### src/rtl/cnn_pkg.sv
// Shared CNN datapath types, widths and the saturating narrow helper.
// Latency: n/a (package, no logic state).
// Backpressure: n/a.
package cnn_pkg;

    localparam int CH_MAX     = 10;
    localparam int ACC_W      = 32;
    localparam int DATA_W     = 16;
    localparam int BIAS_SHIFT = 8;
    localparam int CH_W       = 4;
    localparam int ADDR_W     = 16;

    typedef logic signed [ACC_W-1:0]  acc_t;
    typedef logic signed [DATA_W-1:0] act_t;
    typedef logic signed [ACC_W:0]    sum_t;

    // Saturate a widened sum to the activation range. The value fits when every
    // bit above the activation sign bit matches the sign of the sum.
    function automatic act_t sat16(input sum_t v);
        logic fits;
        act_t res;
        fits = (v[ACC_W:DATA_W-1] == {(ACC_W-DATA_W+2){v[ACC_W]}});
        if (fits) begin
            res = v[DATA_W-1:0];
        end else if (v[ACC_W]) begin
            res = {1'b1, {(DATA_W-1){1'b0}}};
        end else begin
            res = {1'b0, {(DATA_W-1){1'b1}}};
        end
        return res;
    endfunction

endpackage

### src/rtl/sat_relu.sv
// Saturates the S1 sum to the activation range, then optionally clamps negatives to 0.
// Latency: 0 cycles (purely combinational).
// Backpressure: none; the caller's register enable decides when the result is used.
module sat_relu
    import cnn_pkg::*;
(
    input  logic [ACC_W:0]    sum,
    input  logic              relu_en,
    output logic [DATA_W-1:0] act
);

    act_t sat;

    // Narrow first, then ReLU, so a large negative sum still becomes exactly 0.
    always_comb begin
        sat = sat16(sum_t'(sum));
        act = sat;
        if (relu_en && sat[DATA_W-1]) begin
            act = '0;
        end
    end

endmodule

### src/rtl/bias_relu_stage.sv
// Bias add + requantize + saturate/ReLU on a channel-interleaved accumulator stream.
// Latency: 2 cycles accept-to-out_valid, 1 beat/cycle throughput.
// Backpressure: one global enable; a stalled output freezes both stages and drops in_ready.
module bias_relu_stage #(
    parameter int CH_MAX = cnn_pkg::CH_MAX,
    parameter int ACC_W  = cnn_pkg::ACC_W,
    parameter int DATA_W = cnn_pkg::DATA_W,
    parameter int SHIFT  = cnn_pkg::BIAS_SHIFT
) (
    input  logic              clk,
    input  logic              rst,
    input  logic [3:0]        cfg_ch_num,
    input  logic              relu_en,
    input  logic              layer_start,
    input  logic              in_valid,
    output logic              in_ready,
    input  logic [ACC_W-1:0]  in_acc,
    input  logic              in_last,
    output logic              read_bias_signal,
    output logic [15:0]       read_bias_addr,
    input  logic [15:0]       read_bias_data,
    output logic              out_valid,
    input  logic              out_ready,
    output logic [DATA_W-1:0] out_data,
    output logic [3:0]        out_ch,
    output logic              out_last,
    output logic              busy
);

    import cnn_pkg::*;

    logic              en;
    logic              accept;
    logic [CH_W-1:0]   ch_cnt;
    logic [CH_W-1:0]   cur_ch;
    logic [CH_W-1:0]   eff_n;
    logic              ch_wrap;

    logic signed [ACC_W-1:0] acc_sh;
    logic [ACC_W:0]          sum_in;

    logic              s1_vld;
    logic [ACC_W:0]    s1_sum;
    logic [CH_W-1:0]   s1_ch;
    logic              s1_last;
    logic              s1_relu;

    logic              s2_vld;
    logic [DATA_W-1:0] s2_dat;
    logic [CH_W-1:0]   s2_ch;
    logic              s2_last;

    logic [DATA_W-1:0] sat_act;

    // Whole pipeline advances together whenever the output slot is free or draining.
    assign en     = !s2_vld || out_ready;
    assign accept = in_valid && en;

    // Effective channel count: out-of-range programming falls back to the full bias table.
    always_comb begin
        eff_n = cfg_ch_num;
        if (cfg_ch_num == '0 || cfg_ch_num > CH_W'(CH_MAX)) begin
            eff_n = CH_W'(CH_MAX);
        end
    end

    // A layer_start beat is treated as channel 0 even before the counter clears.
    always_comb begin
        cur_ch  = layer_start ? '0 : ch_cnt;
        ch_wrap = (cur_ch == eff_n - 1'b1) || in_last;
    end

    // Output channel counter, advanced per accepted beat and wrapped at the layer width.
    always_ff @(posedge clk or posedge rst) begin
        if (rst) begin
            ch_cnt <= '0;
        end else if (accept) begin
            ch_cnt <= ch_wrap ? '0 : cur_ch + 1'b1;
        end else if (layer_start) begin
            ch_cnt <= '0;
        end
    end

    assign read_bias_signal = accept;
    assign read_bias_addr   = {{(16-CH_W){1'b0}}, cur_ch};

    // Requantize then add bias in one extra bit so the sum itself can never wrap.
    always_comb begin
        acc_sh = $signed(in_acc) >>> SHIFT;
        sum_in = {acc_sh[ACC_W-1], acc_sh}
               + {{(ACC_W+1-DATA_W){read_bias_data[DATA_W-1]}}, read_bias_data};
    end

    // S1: capture the sum along with the beat's channel, last flag and ReLU mode.
    always_ff @(posedge clk or posedge rst) begin
        if (rst) begin
            s1_vld  <= 1'b0;
            s1_sum  <= '0;
            s1_ch   <= '0;
            s1_last <= 1'b0;
            s1_relu <= 1'b0;
        end else if (en) begin
            s1_vld  <= accept;
            s1_sum  <= sum_in;
            s1_ch   <= cur_ch;
            s1_last <= in_last;
            s1_relu <= relu_en;
        end
    end

    sat_relu u_sat_relu (
        .sum     (s1_sum),
        .relu_en (s1_relu),
        .act     (sat_act)
    );

    // S2: registered activation; holds stable while downstream stalls.
    always_ff @(posedge clk or posedge rst) begin
        if (rst) begin
            s2_vld  <= 1'b0;
            s2_dat  <= '0;
            s2_ch   <= '0;
            s2_last <= 1'b0;
        end else if (en) begin
            s2_vld  <= s1_vld;
            s2_dat  <= sat_act;
            s2_ch   <= s1_ch;
            s2_last <= s1_last;
        end
    end

    assign in_ready  = en;
    assign out_valid = s2_vld;
    assign out_data  = s2_dat;
    assign out_ch    = s2_ch;
    assign out_last  = s2_last;
    assign busy      = s1_vld || s2_vld;

endmodule
### config.mk
export PLATFORM = sky130hd
export DESIGN_NAME = bias_relu_stage
export DESIGN_NICKNAME = d
export VERILOG_FILES = /design/src/rtl/cnn_pkg.sv /design/src/rtl/sat_relu.sv /design/src/rtl/bias_relu_stage.sv
export SDC_FILE = /design/constraint.sdc
export NUM_CORES = 1
export LEC_CHECK = 0
export CAP_MARGIN = 0
export CORE_MARGIN = 2
export CORE_UTILIZATION = 51
export DETAILED_ROUTE_END_ITERATION = 7
export GPL_TIMING_DRIVEN = 0
export PLACE_DENSITY = 0.84
export SETUP_SLACK_MARGIN = 0.4
export SLEW_MARGIN = 20
export SYNTH_ARGS = -nofsm -noshare
export SYNTH_HDL_FRONTEND = slang
export SYNTH_HIERARCHICAL = 1
export SYNTH_SLANG_ARGS = --single-unit
export TNS_END_PERCENT = 30
### constraint.sdc
create_clock -name clk -period 2.9 [get_ports clk]
set_input_delay 0.435 -clock clk [delete_from_list [all_inputs] [get_ports clk]]
set_output_delay 0.435 -clock clk [all_outputs]
set_load 0.01 [all_outputs]
==> results.sh <==
export IMPL_arrival_ns=2.00
export IMPL_vias=4018
export IMPL_tns_ns=0
export IMPL_num_rows=32
export IMPL_register_area_mm2=0.001451
export IMPL_first_global_vias=3779
export IMPL_fmax_ghz=0.4115
export IMPL_fin_ws_ns=0.4698
export IMPL_syn_inst=511
export IMPL_clock_sinks=58
export IMPL_end_kind="output port"
export IMPL_cap_viol_max_count=0
export IMPL_power_density_mw_per_mm2=506.7
export IMPL_wire_per_inst_um=13.94
export IMPL_initial_core_util=0.5343
export IMPL_clock_latency_ns=0.34
export IMPL_multi_input_area_mm2=0.002506
export IMPL_drt_iter0_markers=184
export IMPL_clockBufferDepth=2
export IMPL_yosys_top_cells_count="nand2_1, dfrtp_1, nor2_1"
export IMPL_drive_above_1_share=0.1230
export IMPL_crit_family="buffers and inverters"
export IMPL_path_cells="clkdlybuf4s50_1, nor2b_1, clkbuf_8, inv_1, buf_4, buf_4, buf_4, dlygate4sd2_1"
export IMPL_antenna_found_initial=0
export IMPL_hpwl_um=7838
export IMPL_path_common_cell="buf_4"
export IMPL_synth_top_flop_cell="dfrtp_1"
export IMPL_leakage_nw=2.462
export IMPL_n_antenna_cell=0
export IMPL_portBuffers=77
export IMPL_path_max_fanout=10
export IMPL_gp_congestion=0.8790
export IMPL_core_area_mm2=0.007807
export IMPL_synth_top_area_frac=0.3479
export IMPL_cts_max_level=3
export IMPL_irDropWorstVdd_uv=204.7
export IMPL_ys_warn_count=6
export IMPL_start_kind="input port"
export IMPL_cp_num_buf_inv=7
export IMPL_grt_pass1_wl_um=17060
export IMPL_synth_largest_area_cell="dfrtp_1"
export IMPL_totalPowerFinal_mw=2.724
export IMPL_fillCellCount=662
export IMPL_dp_slack_ns=-0.3132
export IMPL_avgSynthCellArea_um2=8.163
export IMPL_die_w_um=94.44
export IMPL_drv_slew=0
export IMPL_detail_route_antenna_nets=0
export IMPL_area_growth_pct=28.88
export IMPL_cts_made_buffers=9
export IMPL_synthArstFlopShare=1.000
export IMPL_viasPerCell=5.581
export IMPL_cts_tree="done"
export IMPL_cts_root_buf="clkbuf_8"
export IMPL_ys_types=65
export IMPL_nNetsFinal=698
export IMPL_worstPathRequired_ns=2.47
export IMPL_die_y_um=94.44
export IMPL_hp_class="register to register"
export IMPL_hold_viol_final=0
export IMPL_globalRouteTotalUtil=0.2396
export IMPL_cp_slowest_stage_delay_ns=0.41
export IMPL_synth_most_common_cell="nand2_1"
export IMPL_run_status="finished clean"
export IMPL_drt_pre_antenna_iters=4
export IMPL_report_final_setup_viol=0
export IMPL_die_area_mm2=0.008919
export IMPL_synth_area_leaders="dfrtp_1, nand2_1, ha_1"
export IMPL_synth_seq_area_share=0.3479
export IMPL_drcViolationCount=0
export IMPL_fin_util=0.6886
export IMPL_relSlewSlack=0.5541
export IMPL_finalClockSkew_ns=0.006638
export IMPL_io_pins=100
export IMPL_overflow=0
export IMPL_clk_pin_slew_ns=0.06
export IMPL_period_minus_slack_ns=2.430
export IMPL_cp_slowest_cell="clkdlybuf4s50_1"
export IMPL_drt_total_wl_um=10040
export IMPL_critPathKind="input port to output port"
export IMPL_ys_seq_elements=58
export IMPL_period_share=0.8380
export IMPL_rsz0062_at_grt="yes"
export IMPL_netlist_area_mm2=0.004172
export IMPL_hold_buffers=0
export IMPL_synth_edf_count=0
export IMPL_worst_pin_slew_ns=0.6688
export IMPL_grt_max_degree=59
## path summary, 6_finish.rpt
check | depth (start not counted) | startpoint | slack, ns | end
worst max-delay path | 8 | out_ready | 0.47 | in_ready
worst min-delay path | 2 | out_data[6]$_DFFE_PP0N_ | 0.46 | out_data[6]$_DFFE_PP0N_
worst max register to register | 8 | s1_sum[24]$_DFFE_PP0N_ | 0.64 | out_data[11]$_DFFE_PP0N_
worst min register to register | 2 | out_data[6]$_DFFE_PP0N_ | 0.46 | out_data[6]$_DFFE_PP0N_
max in group asynchronous | 2 | rst | 1.90 | ch_cnt[3]$_DFF_PP0_
min in group asynchronous | 2 | rst | 0.56 | s1_sum[2]$_DFFE_PP0N_
## cell usage in the layout, fill, tap and decap left out, types with 6 or more instances in the layout
cell             Yosys  layout
ha_1                25      24
clkbuf_8             0      15
a2bb2oi_2           10      10
clkbuf_1            17      12
o21ai_0             24      24
nor4_1               7       7
nand4_1             10      10
a21oi_1             35      34
nand2b_1             9       9
nor2_1              38      38
a21o_1              11      11
clkdlybuf4s50_1      0      71
conb_1               1      12
nor3_1              12      12
inv_1               12       9
nand3_1             14      14
nand2_1            112     112
dfrtp_1             58      58
xnor2_1              6       6
xor2_1               9       9
buf_4               12      18
## layout make-up
cell class                 instances  area share
clock buffer                      15     0.03654
clock inverter                     1   0.0009309
buffer                            41     0.04608
inverter                          13    0.009542
multi-input combinational        410      0.4661
timing repair buffer              80      0.1471
sequential                        58      0.2700
tap                              102     0.02374
## metrics by stage
stage / instances / cell area, µm² / hold slack [ns]
after floorplan: 522 / 4213 / 0.4386
after global placement: 701 / 5111 / 0.4485
after detailed placement: 701 / 5114 / 0.4553
after CTS: 719 / 5351 / 0.4679
after global routing: 720 / 5376 / 0.4871
final: 720 / 5376 / 0.4617
## logic make-up (layout without fill, tap and decap cells)
logic type                 after synthesis  in the layout  share of synthesized area
AOI/OAI and AO/OA                      135            135                     0.2355
xor gates and xnor gates                15             15                    0.03149
adders and majority gates               26             26                    0.07978
buffers and inverters                   54            150                    0.06508
DFF                                     58             58                     0.3479
other                                    1             12                  0.0008990
and+or+nand+nor                        222            222                     0.2394
## sequential cells by signal, summed over array words and instances (netlist names)
| signal | count |
|---|---|
| ch_cnt | 4 |
| out_ch | 4 |
| out_data | 16 |
| out_last | 1 |
| out_valid | 1 |
| s1_last | 1 |
| s1_ch | 4 |
| s1_sum | 25 |
| s1_relu | 1 |
| s1_vld | 1 |
## report_power, final
part	total [mW]	internal [mW]	switching, mW
clock	0.720	0.426	0.295
combinational	0.931	0.457	0.474
sequential	1.07	0.957	0.115
total	2.72	1.84	0.884
## metal layers
metal,up-vias,track usage,wire [µm],share of wire
li1,2001,-,-,-
met4,0,0.1014,260,0.026
met2,125,0.3976,4841,0.48
met5,-,0,0,0
met3,19,0.03751,489,0.049
met1,1873,0.3121,4445,0.44
## repair_timing
item                       4_1_cts  5_1_grt
setup buffers                    2        1
gates cloned                     0        0
gates resized for setup         18       10
setup endpoints to repair        9       10
pin swaps                        5        6
## worst register-to-register path, cell delays in order, from the launching register on
cell,delay [ns]
dfrtp_1,0.68
buf_6,0.22
nand3_1,0.08
or3_1,0.33
a221o_1,0.41
buf_6,0.20
a2bb2oi_2,0.14
nand2_1,0.06
nand2_1,0.08
(Power assumes the default switching activity.)
